===== src/rtl/lap_watch_core_if.sv =====
// Key pulses in, time/lap status out for the lap stopwatch core.
// The tb drives keys through master; the core sits on slave.
interface lap_watch_core_if #(
    parameter int LAP_DEPTH = 8
);
    localparam int CW = $clog2(LAP_DEPTH) + 1;

    logic          key_start;
    logic          key_lap;
    logic          key_clear;
    logic          key_recall;
    logic [23:0]   time_bcd;
    logic [23:0]   disp_out;
    logic          running;
    logic          recall_mode;
    logic [CW-1:0] lap_count;
    logic          lap_full;
    logic          overflow;

    modport master (
        output key_start, key_lap, key_clear, key_recall,
        input  time_bcd, disp_out, running, recall_mode, lap_count, lap_full, overflow
    );

    modport slave (
        input  key_start, key_lap, key_clear, key_recall,
        output time_bcd, disp_out, running, recall_mode, lap_count, lap_full, overflow
    );
endinterface


===== src/rtl/lap_watch_core.sv =====
// Stopwatch core: MM:SS.cc BCD time at 10 ms resolution, lap memory with
// recall display, run/stop/clear control FSM.
module lap_watch_core #(
    parameter int TICK_DIV  = 500000,
    parameter int LAP_DEPTH = 8
) (
    input  logic            clk_50Mhz,
    input  logic            rst,
    lap_watch_core_if.slave bus
);
    localparam int          PW    = $clog2(TICK_DIV);
    localparam int          IW    = $clog2(LAP_DEPTH);
    localparam int          CW    = IW + 1;
    localparam logic [23:0] T_MAX = 24'h595999;

    typedef enum logic [1:0] {S_IDLE, S_RUN, S_STOP, S_RECALL} state_t;

    state_t        r_state;
    logic [PW-1:0] r_presc;
    logic [23:0]   r_time;
    logic [CW-1:0] r_lap_cnt;
    logic [IW-1:0] r_idx;
    logic          r_ovf;
    logic          r_running;
    logic          r_recall;
    logic [23:0]   r_laps [LAP_DEPTH];

    logic          w_tick;
    logic          w_full;
    logic          w_lap_we;
    logic          w_clr;
    logic          w_idx_last;
    logic [23:0]   w_time_inc;

    // Digit order from LSB: cc units, cc tens, SS units, SS tens, MM units, MM tens.
    function automatic logic [23:0] bcd_inc(input logic [23:0] t);
        logic [23:0] n;
        logic        carry;
        logic [3:0]  lim;
        n     = t;
        carry = 1'b1;
        for (int i = 0; i < 6; i++) begin
            lim = (i == 3 || i == 5) ? 4'd5 : 4'd9;
            if (carry) begin
                if (n[i*4 +: 4] >= lim) begin
                    n[i*4 +: 4] = 4'd0;
                end else begin
                    n[i*4 +: 4] = n[i*4 +: 4] + 4'd1;
                    carry       = 1'b0;
                end
            end
        end
        return n;
    endfunction

    assign w_tick     = (r_state == S_RUN) && (r_presc == PW'(TICK_DIV - 1));
    assign w_full     = (r_lap_cnt == CW'(LAP_DEPTH));
    assign w_lap_we   = (r_state == S_RUN) && bus.key_lap && !bus.key_start && !w_full;
    assign w_clr      = bus.key_clear && (r_state == S_STOP || r_state == S_RECALL);
    assign w_idx_last = ({1'b0, r_idx} == r_lap_cnt - CW'(1));
    assign w_time_inc = bcd_inc(r_time);

    // Slot contents survive a clear; lap count alone decides what is valid.
    always_ff @(posedge clk_50Mhz) begin
        if (w_lap_we) r_laps[r_lap_cnt[IW-1:0]] <= r_time;
    end

    always_ff @(posedge clk_50Mhz or negedge rst) begin
        if (!rst) begin
            r_state   <= S_IDLE;
            r_presc   <= '0;
            r_time    <= '0;
            r_lap_cnt <= '0;
            r_idx     <= '0;
            r_ovf     <= 1'b0;
            r_running <= 1'b0;
            r_recall  <= 1'b0;
        end else if (w_clr) begin
            r_state   <= S_IDLE;
            r_presc   <= '0;
            r_time    <= '0;
            r_lap_cnt <= '0;
            r_idx     <= '0;
            r_ovf     <= 1'b0;
            r_running <= 1'b0;
            r_recall  <= 1'b0;
        end else begin
            case (r_state)
                S_IDLE: begin
                    if (bus.key_start) begin
                        r_state   <= S_RUN;
                        r_running <= 1'b1;
                    end
                end
                S_RUN: begin
                    r_presc <= w_tick ? '0 : r_presc + 1'b1;
                    if (w_tick) begin
                        r_time <= w_time_inc;
                        if (r_time == T_MAX) r_ovf <= 1'b1;
                    end
                    if (w_lap_we) r_lap_cnt <= r_lap_cnt + 1'b1;
                    if (bus.key_start) begin
                        r_state   <= S_STOP;
                        r_running <= 1'b0;
                    end
                end
                S_STOP: begin
                    if (bus.key_start) begin
                        r_state   <= S_RUN;
                        r_running <= 1'b1;
                    end else if (bus.key_recall && r_lap_cnt != '0) begin
                        r_state  <= S_RECALL;
                        r_idx    <= '0;
                        r_recall <= 1'b1;
                    end
                end
                S_RECALL: begin
                    if (bus.key_start) begin
                        r_state  <= S_STOP;
                        r_recall <= 1'b0;
                    end else if (bus.key_recall) begin
                        r_idx <= w_idx_last ? '0 : r_idx + 1'b1;
                    end
                end
                default: r_state <= S_IDLE;
            endcase
        end
    end

    assign bus.time_bcd    = r_time;
    assign bus.disp_out    = r_recall ? r_laps[r_idx] : r_time;
    assign bus.running     = r_running;
    assign bus.recall_mode = r_recall;
    assign bus.lap_count   = r_lap_cnt;
    assign bus.lap_full    = w_full;
    assign bus.overflow    = r_ovf;
endmodule


===== src/flat_wrapper.sv =====
// flat-port wrapper written by rule: the top's interface ports become plain ports
module lap_watch_core_flat 
#(
    parameter int TICK_DIV  = 500000,
    parameter int LAP_DEPTH = 8
)
  (clk_50Mhz, rst, bus_key_start, bus_key_lap, bus_key_clear, bus_key_recall, bus_time_bcd, bus_disp_out, bus_running, bus_recall_mode, bus_lap_count, bus_lap_full, bus_overflow);
  lap_watch_core_if #(.LAP_DEPTH(LAP_DEPTH)) bus_i ();
  input  logic clk_50Mhz;
  input  logic rst;
  input wire logic [$bits(bus_i.key_start)-1:0] bus_key_start;
  input wire logic [$bits(bus_i.key_lap)-1:0] bus_key_lap;
  input wire logic [$bits(bus_i.key_clear)-1:0] bus_key_clear;
  input wire logic [$bits(bus_i.key_recall)-1:0] bus_key_recall;
  output wire logic [$bits(bus_i.time_bcd)-1:0] bus_time_bcd;
  output wire logic [$bits(bus_i.disp_out)-1:0] bus_disp_out;
  output wire logic [$bits(bus_i.running)-1:0] bus_running;
  output wire logic [$bits(bus_i.recall_mode)-1:0] bus_recall_mode;
  output wire logic [$bits(bus_i.lap_count)-1:0] bus_lap_count;
  output wire logic [$bits(bus_i.lap_full)-1:0] bus_lap_full;
  output wire logic [$bits(bus_i.overflow)-1:0] bus_overflow;
  assign bus_i.key_start = bus_key_start;
  assign bus_i.key_lap = bus_key_lap;
  assign bus_i.key_clear = bus_key_clear;
  assign bus_i.key_recall = bus_key_recall;
  assign bus_time_bcd = bus_i.time_bcd;
  assign bus_disp_out = bus_i.disp_out;
  assign bus_running = bus_i.running;
  assign bus_recall_mode = bus_i.recall_mode;
  assign bus_lap_count = bus_i.lap_count;
  assign bus_lap_full = bus_i.lap_full;
  assign bus_overflow = bus_i.overflow;
  lap_watch_core #(.TICK_DIV(TICK_DIV), .LAP_DEPTH(LAP_DEPTH)) u_core (.clk_50Mhz(clk_50Mhz), .rst(rst), .bus(bus_i));
endmodule

===== config.mk =====
export PLATFORM = sky130hd
export DESIGN_NAME = lap_watch_core_flat
export DESIGN_NICKNAME = d
export VERILOG_FILES = /design/src/rtl/lap_watch_core_if.sv /design/src/rtl/lap_watch_core.sv /design/src/flat_wrapper.sv
export SDC_FILE = /design/constraint.sdc
export NUM_CORES = 1
export LEC_CHECK = 0
export BUFFER_PORTS_ARGS = -buffer_cell sky130_fd_sc_hd__buf_4
export CORE_MARGIN = 2
export CORE_UTILIZATION = 65
export DETAILED_ROUTE_END_ITERATION = 16
export PLACE_DENSITY = 0.84
export SLEW_MARGIN = 20
export SYNTH_ARGS = -nofsm -noshare
export SYNTH_HDL_FRONTEND = slang
export SYNTH_SLANG_ARGS = --single-unit

===== constraint.sdc =====
create_clock -name clk_50Mhz -period 6.07 [get_ports clk_50Mhz]
set_input_delay 0.3035 -clock clk_50Mhz [delete_from_list [all_inputs] [get_ports clk_50Mhz]]
set_output_delay 0.3035 -clock clk_50Mhz [all_outputs]
set_load 0.01 [all_outputs]

==> results of run 1 <==
==> cells by family (layout without fill, tap and decap cells) <==
family,count (synthesis),in the layout
AOI/OAI and AO/OA,101,101
xor gates and xnor gates,15,15
adders and majority gates,22,22
buffers and inverters,51,141
DFF,247,247
muxes,81,81
and+or+nand+nor,178,178
==> layout make-up <==
class                           count  area [sq um]  area share, %
Clock buffer                       32         661.9          5.370
Timing Repair Buffer               74         578.1          4.690
Sequential cell                   247          7148          57.99
Multi-Input combinational cell    397          3458          28.06
Tap cell                          220         275.3          2.233
Clock inverter                     14         125.1          1.015
Inverter                           21         78.83         0.6395
==> final timing paths <==
path	from	slack (ns)	end	cells after the start
min in group asynchronous	rst	0.39	u_core.r_presc[4]	2
worst max register to register	u_core.r_state[1]	3.19	u_core.bus.time_bcd[20]	5
worst min register to register	u_core.r_presc[15]	0.54	u_core.r_presc[15]	1
max in group asynchronous	rst	5.13	u_core.r_idx[0]	2
worst min-delay path	bus_key_clear	0.02	u_core.bus.recall_mode	2
worst max-delay path	u_core.r_idx[0]	3.01	bus_disp_out[0]	5
==> sequential cells by signal, summed over array words and instances, names as in the netlist <==
| signal | count |
|---|---|
| u_core.bus.lap_count | 4 |
| u_core.bus.overflow | 1 |
| u_core.bus.recall_mode | 1 |
| u_core.bus.running | 1 |
| u_core.bus.time_bcd | 24 |
| u_core.r_idx | 3 |
| u_core.r_laps | 192 |
| u_core.r_presc | 19 |
| u_core.r_state | 2 |
==> routing by layer <==
| metal | global-route usage, % | part of all wire, % |
|---|---|---|
| met2 | 45.11 | 51 |
| met3 | 4.483 | 7.2 |
| met4 | 10.57 | 3.0 |
| met5 | 0 | 0 |
| met1 | 35.08 | 39 |
==> power by group through the flow <==
stage	sequential, W	clock (W)	combinational, W
global placement	0.00227	0	0.000899
finish	0.00222	0.00147	0.00100
detailed placement	0.00229	0	0.000934
floorplan	0.00211	0	0.000711
CTS	0.00226	0.00149	0.000949
global route	0.00225	0.00155	0.00109
==> cells in the final DEF, fill, tap and decap left out, types with 3 or more instances in the layout <==
master and instances:
a211o_1 3, a21oi_1 41, a22o_1 3, and2_1 3
buf_4 72, clkbuf_1 6, clkbuf_16 25, clkinv_1 3
clkinv_2 6, dfrtp_1 52, edfxtp_1 192, ha_1 22
inv_1 21, mux2_4 3, mux2i_1 27, mux4_2 48
nand2_1 32, nand2b_1 8, nand3_1 16, nand4_1 8
nor2_1 54, nor2_2 6, nor2b_1 4, nor3_1 9
nor4_1 4, o21ai_0 29, or3_1 5, or3b_2 5
xnor2_1 9, xor2_1 6
==> metrics by stage <==
stage / utilization (%) / instances / worst slack, ns / total power (W)
6_report: 75.12 / 1005 / 3.007 / 0.004693
5_1_grt: 75.12 / 1005 / 2.886 / 0.004891
4_1_cts: 74.96 / 1004 / 2.801 / 0.004700
3_5_place_dp: 70.10 / 957 / 3.256 / 0.003223
3_3_place_gp: 70.10 / 957 / 3.366 / 0.003170
2_1_floorplan: - / 695 / 2.168 / 0.002819
==> reports/qor.log, run 1 <==
qor: outcome.outcome complete, no violations
qor: logic_synthesis.asyncSetResetFlopFracSynth 22.27%
qor: cts.clock_latency_late_sink 0.52 ns
qor: logic_synthesis.synth_compound_gate_area_share 6.072%
qor: grt.groute.usage.overall 26.66%
qor: pwr.peakVddDrop 0.2475 mV
qor: floorplan.fp.dieArea 0.01763 sq mm
qor: timing.setup_viol_count_final 0
qor: pwr.cell_area_power_density 380.8 mW/mm^2
qor: worst_hold_path.hold_path.class in -> reg
qor: timing.rsz0062_at_grt false
qor: pwr.power_frac_comb 21.3%
qor: logic_synthesis.synthAdderAreaFrac 2.554%
qor: critical_path.cp-end-kind primary output
qor: place.finalWeightedCongestion 0.8499
qor: timing.largest_clock_skew_in_the_final_design 0.009803 ns
qor: timing.timing.final.crit_period 3.063 ns
qor: logic_synthesis.synthesis.area 0.01078 sq mm
qor: logic_synthesis.postSynthNetCount 723
qor: cts.number_of_h_tree_levels 1
qor: finish.layout_overhead_on_the_synthesized_area 14.36%
qor: finish.antenna-diode-count 0
qor: floorplan.floorplan.initialDensity 65.69%
qor: logic_synthesis.synth_top_cells_by_area edfxtp_1 53%, dfrtp_1 13%, mux4_2 10%, ha_1 2.6%, mux2i_1 2.5%
qor: logic_synthesis.synthSimpleGateAreaFrac 8.742%
qor: place.place.detailed.hpwl 13570 um
qor: cts.clock_tree_from_tritoncts done
qor: timing.final_hold_viol_count 0
qor: grt.via_count_of_the_first_global_routing_pass 6631
qor: logic_synthesis.avgSynthCellArea 15.51 sq um
qor: timing.fin_worst_hold_slack 0.01626 ns
qor: logic_synthesis.synth.top_cells.by_count 192 x edfxtp_1, 60 x nor2_1, 55 x dfrtp_1
qor: logic_synthesis.post-synth-top-area-fraction 53.49%
qor: logic_synthesis.ys.flop_type edfxtp_1
qor: cts.post_cts_resize_count 0
qor: critical_path.worstPathArrival 2.76 ns
qor: timing.worst_slew_margin_rel 34.25%
qor: place.area_post_placement 0.01150 sq mm
qor: logic_synthesis.synthDominantAreaCellType edfxtp_1
qor: timing.max_slew.worst_pin.slew 0.9862 ns
qor: timing.fin_tns_setup 0 ns
qor: critical_path.critical_path.startpoint_type flop
qor: grt.globalRoute.totalOverflow 0
qor: critical_path.crit_buf_inv 2
qor: route.detail_route.first_pass.iterations 5
qor: cts.postcts_setup_bufs 0
qor: cts.cts_buffer_depth 3
qor: route.detail_route.wirelength 22910 um
qor: pwr.power_leakage 4.256 nW
qor: logic_synthesis.netlist_instances 695
qor: critical_path.crit_path_max_fanout 32
qor: critical_path.worst_setup_path_class reg -> out
qor: logic_synthesis.main_combinational_cell_family_by_area_after_synthesis multiplexers
qor: finish.final_net_count 794
qor: cts.cts-buffers-inserted 25
qor: pwr.pwr-share-seq 47.3%
qor: floorplan.die_width 132.8 um
qor: timing.maxSlewViolCount 0
qor: finish.postLayoutCellArea 0.01233 sq mm
qor: route.detail_route.wl_per_cell 22.80 um
qor: floorplan.num_io_pins 62
qor: route.drtAntennaViolNets 0
qor: critical_path.crit_chain buf_16 -> mux4_2 -> mux2i_1 -> a21oi_1 -> buf_4
qor: pwr.netSwitchingFraction 29.42%
qor: finish.layout.filler_cells 941
qor: critical_path.cp_data_required_time 5.77 ns
qor: cts.numClockSinks 247
qor: logic_synthesis.synth-seq-cells 247
qor: finish.drive_above_1_share 24.84%
qor: cts.hold_bufs_inserted_after_cts 1
qor: logic_synthesis.synth_enable_flop_cells 192
qor: cts.clk_transition_reported_paths 0.06 ns
qor: place.buffer_ports.inserted 61
qor: grt.first_pass_grt_wire_length 36170 um
qor: logic_synthesis.synth_xor_xnor_area_share 1.219%
qor: logic_synthesis.ys_seq_area_share 66.26%
qor: logic_synthesis.muxShareOfSynthArea 13.27%
qor: route.dr_total_vias 6444
qor: cts.clock_tree.root_cell clkbuf_16
qor: pwr.power_report.internal_total 0.003312 W
qor: pwr.power.net_switching 0.001381 W
qor: critical_path.critPathSlowestCell dfrtp_4
qor: logic_synthesis.ys.warnings.count 0
qor: critical_path.largest_stage_delay_on_the_critical_path 0.71 ns
qor: route.viasPerCell 6.412
qor: job.maxCapViolations 0
qor: critical_path.critical_path.top_delay_family multiplexers
qor: logic_synthesis.yosysMostFrequentCell edfxtp_1
qor: route.number_of_drc_violations_after_detailed_routing_iteration_0 728
qor: logic_synthesis.number_of_different_library_cells_in_the_post_synthesis_netlist 67
qor: timing.max_freq 326.5 MHz
qor: floorplan.num_rows 47
qor: floorplan.fp.dieH 132.8 um
qor: timing.final_min_period_over_clock_period 50.46%
qor: grt.maximum_number_of_pins_on_one_net_before_global_route_repair 56
qor: route.drc 0
qor: grt.antenna_violations_before_repair 0
qor: pwr.pwr-share-clk 31.4%
qor: floorplan.coreArea 0.01641 sq mm
Note: power is estimated with default switching activity, not from simulation.
==> inputs of run 2 (changes only) <==
CORE_UTILIZATION = 61   (was 65)
PLACE_DENSITY = 0.8   (was 0.84)
clock period = 2.83 ns   (was 6.07 ns; I/O delays follow)
==> reports/qor.log, run 2 (synthesized netlist as in run 1, its figures left out) <==
qor: outcome.outcome complete, no violations
qor: cts.number_of_h_tree_levels 1
qor: cts.clk_transition_reported_paths 0.06 ns
qor: critical_path.crit_chain buf_12 -> mux4_2 -> mux2i_1 -> a21oi_1 -> buf_4
qor: floorplan.num_io_pins 62
qor: job.maxCapViolations 0
qor: pwr.cell_area_power_density 822.0 mW/mm^2
qor: floorplan.coreArea 0.01730 sq mm
qor: route.dr_total_vias 6548
qor: finish.largest_register_ff_count 192
qor: place.place.detailed.hpwl 13930 um
qor: critical_path.cp-end-kind primary output
qor: critical_path.crit_buf_inv 2
qor: finish.final_net_count 817
qor: finish.final_cell_mix 192 x edfxtp_1, 81 x buf_4, 54 x nor2_1
qor: critical_path.worstPathArrival 2.47 ns
qor: critical_path.critical_path.startpoint_type flop
qor: timing.maxSlewViolCount 0
qor: critical_path.critPathSlowestCell dfrtp_4
qor: cts.cts_buffer_depth 3
qor: route.detail_route.wirelength 23140 um
qor: grt.first_pass_grt_wire_length 36060 um
qor: grt.globalRoute.totalOverflow 0
qor: critical_path.critical_path.top_delay_family flip-flops
qor: worst_hold_path.hold_path.class in -> reg
qor: cts.clock_tree.root_cell clkbuf_16
qor: floorplan.die_width 136.9 um
qor: critical_path.largest_stage_delay_on_the_critical_path 0.71 ns
qor: place.buffer_ports.inserted 61
qor: route.viasPerCell 6.339
qor: finish.drive_above_1_share 27.23%
qor: route.number_of_drc_violations_after_detailed_routing_iteration_0 497
qor: timing.max_freq 382.8 MHz
qor: grt.antenna_violations_before_repair 0
qor: critical_path.cp_data_required_time 2.69 ns
qor: floorplan.fp.dieArea 0.01875 sq mm
qor: route.detail_route.first_pass.iterations 5
qor: cts.clock_tree_from_tritoncts done
qor: timing.max_slew.worst_pin.slew 0.7268 ns
qor: pwr.peakVddDrop 0.6554 mV
qor: finish.antenna-diode-count 0
qor: route.drtAntennaViolNets 0
qor: grt.maximum_number_of_pins_on_one_net_before_global_route_repair 56
qor: timing.final_min_period_over_clock_period 92.30%
qor: floorplan.num_rows 48
qor: route.detail_route.wl_per_cell 22.40 um
qor: cts.numClockSinks 247
qor: timing.final_hold_viol_count 0
qor: timing.timing.final.crit_period 2.612 ns
qor: critical_path.crit_path_max_fanout 15
qor: timing.fin_tns_setup 0 ns
qor: finish.layout.cells.most_common edfxtp_1
qor: route.drc 0
qor: cts.cts-buffers-inserted 25
qor: timing.worst_slew_margin_rel 51.54%
qor: floorplan.floorplan.initialDensity 62.31%
qor: finish.layout_overhead_on_the_synthesized_area 18.31%
qor: critical_path.worst_setup_path_class reg -> out
qor: critical_path.r2r_setup_slack 0.24 ns
qor: floorplan.fp.dieH 136.9 um
qor: timing.rsz0062_at_grt false
qor: cts.clock_latency_late_sink 0.53 ns
qor: grt.via_count_of_the_first_global_routing_pass 6669
qor: timing.largest_clock_skew_in_the_final_design 0.01392 ns
qor: place.finalWeightedCongestion 0.8918
qor: timing.setup_viol_count_final 0
qor: pwr.power_leakage 4.423 nW
qor: grt.groute.usage.overall 25.38%
qor: pwr.power 0.01048 W
## run 2: cell types whose count changed in the layout (fill, tap and decap cells not counted), moves of 2 or more
| cell | delta |
|---|---|
| buf_12 | +11 |
| buf_4 | +9 |
| clkbuf_1 | +2 |
| clkbuf_16 | +2 |
| clkbuf_8 | +2 |
| clkinv_1 | -3 |
| clkinv_2 | -4 |
| dlygate4sd3_1 | +3 |
| nor2_2 | -3 |
| nor2_4 | +3 |
| nor3_2 | -2 |
| nor3_4 | +2 |
## run 2: stage by stage
step | setup slack (ns) | hold slack [ns] | instance area (sq um) | utilization (%) | instances
floorplan | 0.0007234 | -0.1541 | 10850 | - | 695
global placement | 0.3844 | 0.2212 | 11830 | 68.39 | 982
detailed placement | 0.2733 | 0.2357 | 11830 | 68.39 | 982
CTS | 0.03845 | 0.07208 | 12720 | 73.53 | 1032
global route | 0.1343 | 0.09030 | 12750 | 73.72 | 1033
finish | 0.2180 | 0.08341 | 12750 | 73.72 | 1033
## run 2: worst reg2reg max path: cells and delay by family, from the launching register on
kind            cells  cell delay, ns
simple gates        2            0.72
compound gates      2            0.59
flops               1            0.52
fa+ha+maj           1            0.31
mux                 1            0.34
## run 2: path summary, 6_finish.rpt
path                                           end  depth (start not counted)                    from
max                               bus_disp_out[21]                          5         u_core.r_idx[0]
min                        u_core.bus.lap_count[0]                          4             bus_key_lap
max reg2reg                u_core.bus.time_bcd[16]                          6  u_core.bus.time_bcd[0]
min reg2reg                     u_core.r_presc[15]                          1      u_core.r_presc[15]
max in group asynchronous          u_core.r_idx[0]                          2                     rst
min in group asynchronous       u_core.r_presc[10]                          2                     rst
## run 2: repair_timing
item,in CTS,in global routing
setup endpoints to repair,0,2
gates resized for setup,0,1
buffers inserted,0,1
hold endpoints to repair,59,0
hold buffers,4,0
## run 2: layer usage
metal  vias up  global-route usage, %  routed length (um)
met5         -                      0                   0
met4         0                  9.107                 550
met3        52                  3.815                1376
met2       251                  42.10               11720
met1      3361                  34.66                9497
li1       2884                      -                   -
## run 2: final cells by class
type | count | area [sq um]
clock buffer | 38 | 747.0
clock inverter | 8 | 102.6
fill | 1029 | 4546
inverter | 21 | 78.83
multi-input combinational | 397 | 3497
sequential | 247 | 7148
tap | 225 | 281.5
timing repair buffer | 97 | 895.9
## run 2: report_power, final
part / leakage [nW] / internal, W / total [W] / switching, W
sequential: 2.40 / 0.00421 / 0.00452 / 0.000305
combinational: 1.62 / 0.00120 / 0.00260 / 0.00140
clock: 0.409 / 0.00201 / 0.00336 / 0.00135
total: 4.42 / 0.00743 / 0.0105 / 0.00305
==> inputs of run 3 (changes only) <==
REMOVE_ABC_BUFFERS = 1   (was not set)
==> reports/qor.log, run 3 (synthesized netlist as in run 1, its figures left out) <==
qor: critical_path.cp_data_required_time 2.69 ns
qor: cts.cts_buffer_depth 3
qor: finish.final_cell_mix 192 x edfxtp_1, 101 x buf_4, 54 x nor2_1
qor: critical_path.crit_buf_inv 2
qor: job.maxCapViolations 0
qor: timing.max_freq 386.3 MHz
qor: critical_path.worstPathArrival 2.45 ns
qor: route.detail_route.first_pass.iterations 5
qor: route.drc 0
qor: critical_path.crit_path_max_fanout 18
qor: place.numPlacedInstances 993
qor: grt.globalRoute.totalOverflow 0
qor: timing.setup_viol_count_final 0
qor: finish.layout.filler_cells 1032
qor: cts.clock_latency_late_sink 0.52 ns
qor: pwr.cell_area_power_density 825.8 mW/mm^2
qor: route.detail_route.wirelength 24970 um
qor: grt.first_pass_grt_wire_length 37850 um
qor: floorplan.fp.dieArea 0.01875 sq mm
qor: critical_path.reg2regPathDepth 6
qor: route.dr_total_vias 6610
qor: place.finalWeightedCongestion 0.8547
qor: critical_path.critPathSlowestCell dfrtp_4
qor: grt.antenna_violations_before_repair 0
qor: floorplan.floorplan.initialDensity 62.31%
qor: critical_path.critical_path.startpoint_type flop
qor: floorplan.fp.dieH 136.9 um
qor: worst_hold_path.min_delay_path_depth 3
qor: cts.post_cts_resize_count 0
qor: floorplan.num_rows 48
qor: cts.number_of_h_tree_levels 1
qor: finish.postLayoutCellArea 0.01263 sq mm
qor: timing.max_slew.worst_pin.slew 0.7123 ns
qor: place.area_post_placement 0.01177 sq mm
qor: grt.via_count_of_the_first_global_routing_pass 6825
qor: grt.maximum_number_of_pins_on_one_net_before_global_route_repair 56
qor: finish.seqCellArea 0.007148 sq mm
qor: finish.layoutNonFillerInstCount 1039
qor: critical_path.worst_setup_path_class reg -> out
qor: outcome.outcome complete, no violations
qor: cts.cts-buffers-inserted 24
qor: timing.maxSlewViolCount 0
qor: finish.multi_input_comb_area 0.003458 sq mm
qor: finish.layout.cells.most_common edfxtp_1
qor: route.number_of_drc_violations_after_detailed_routing_iteration_0 587
qor: floorplan.num_io_pins 62
qor: route.detail_route.wl_per_cell 24.03 um
qor: route.drtAntennaViolNets 0
qor: timing.rsz0062_at_grt false
qor: timing.largest_clock_skew_in_the_final_design 0.01186 ns
qor: timing.timing.final.crit_period 2.589 ns
qor: cts.clk_transition_reported_paths 0.06 ns
qor: floorplan.coreArea 0.01730 sq mm
qor: cts.clock_tree_from_tritoncts done
qor: pwr.peakVddDrop 0.6115 mV
qor: pwr.power_leakage 4.441 nW
qor: route.viasPerCell 6.362
qor: finish.largest_register_ff_count 192
qor: timing.final_min_period_over_clock_period 91.47%
qor: timing.final_hold_viol_count 0
qor: finish.drive_above_1_share 27.64%
qor: place.buffer_ports.inserted 61
qor: timing.worst_slew_margin_rel 52.52%
qor: critical_path.largest_stage_delay_on_the_critical_path 0.71 ns
qor: grt.groute.usage.overall 27.20%
qor: critical_path.stages_on_worst_setup_path 5
qor: finish.layout_overhead_on_the_synthesized_area 17.19%
qor: place.place.detailed.hpwl 15040 um
qor: cts.numClockSinks 247
qor: cts.clock_tree.root_cell clkbuf_16
qor: finish.antenna-diode-count 0
qor: floorplan.die_width 136.9 um
qor: critical_path.cp-end-kind primary output
qor: critical_path.critical_path.top_delay_family flip-flops
qor: critical_path.crit_chain buf_12 -> mux4_2 -> mux2i_1 -> a21oi_1 -> buf_4
qor: finish.final_net_count 826
qor: worst_hold_path.hold_path.class in -> reg
-- run 3: final cells by class --
| cell class | instances | area share (%) |
|---|---|---|
| Timing Repair Buffer | 107 | 6.716 |
| Clock buffer | 30 | 5.102 |
| Inverter | 21 | 0.6241 |
| Tap cell | 225 | 2.229 |
| Clock inverter | 12 | 1.357 |
| Multi-Input combinational cell | 397 | 27.38 |
| Sequential cell | 247 | 56.59 |
-- run 3: path summary, 6_finish.rpt --
kind	start	slack (ns)	end
min in group asynchronous	rst	0.22	u_core.bus.lap_count[2]
worst min register to register	u_core.r_presc[15]	0.53	u_core.r_presc[15]
worst max-delay path	u_core.r_idx[0]	0.24	bus_disp_out[22]
worst max register to register	u_core.bus.time_bcd[5]	0.34	u_core.bus.time_bcd[20]
max in group asynchronous	rst	2.09	u_core.r_idx[0]
worst min-delay path	bus_key_recall	0.008	u_core.r_state[0]
-- run 3: where the power goes --
group	switching [W]	total, W	leakage [nW]	internal (W)
Combinational	0.00136	0.00253	1.65	0.00117
Clock	0.00134	0.00333	0.393	0.00198
Sequential	0.000360	0.00457	2.40	0.00421
Total	0.00306	0.0104	4.44	0.00737
-- run 3: worst min-delay path: stages --
cell and delay, ns:
buf_4 0.12, o311ai_0 0.12, a21oi_1 0.10
-- run 3: timing repair --
action | in CTS | in global routing
setup buffers | 0 | 1
hold buffers | 3 | 0
endpoints found under the hold margin | 58 | 0
endpoints found under the setup margin | 0 | 12
-- run 3: metrics by stage --
step	power (W)	setup TNS (ns)	hold slack, ns	worst slack [ns]	util (%)
CTS	0.01042	0	0.007519	0.03196	72.91
floorplan	0.005997	-90.68	-0.1541	-0.9456	-
finish	0.01043	0	0.008251	0.2414	73.03
global placement	0.006962	0	0.2265	0.5516	68.02
global route	0.01087	0	0.01336	0.1320	73.03
detailed placement	0.007089	0	0.2375	0.4166	68.02
-- run 3: per-layer routing --
metal  up-vias  wire [um]  global-route usage (%)
li1       2900          -                       -
met1      3372       9850                   35.45
met2       278      12690                   46.74
met3        60       1596                   4.222
met4         0        830                   9.794
met5         -          0                       0
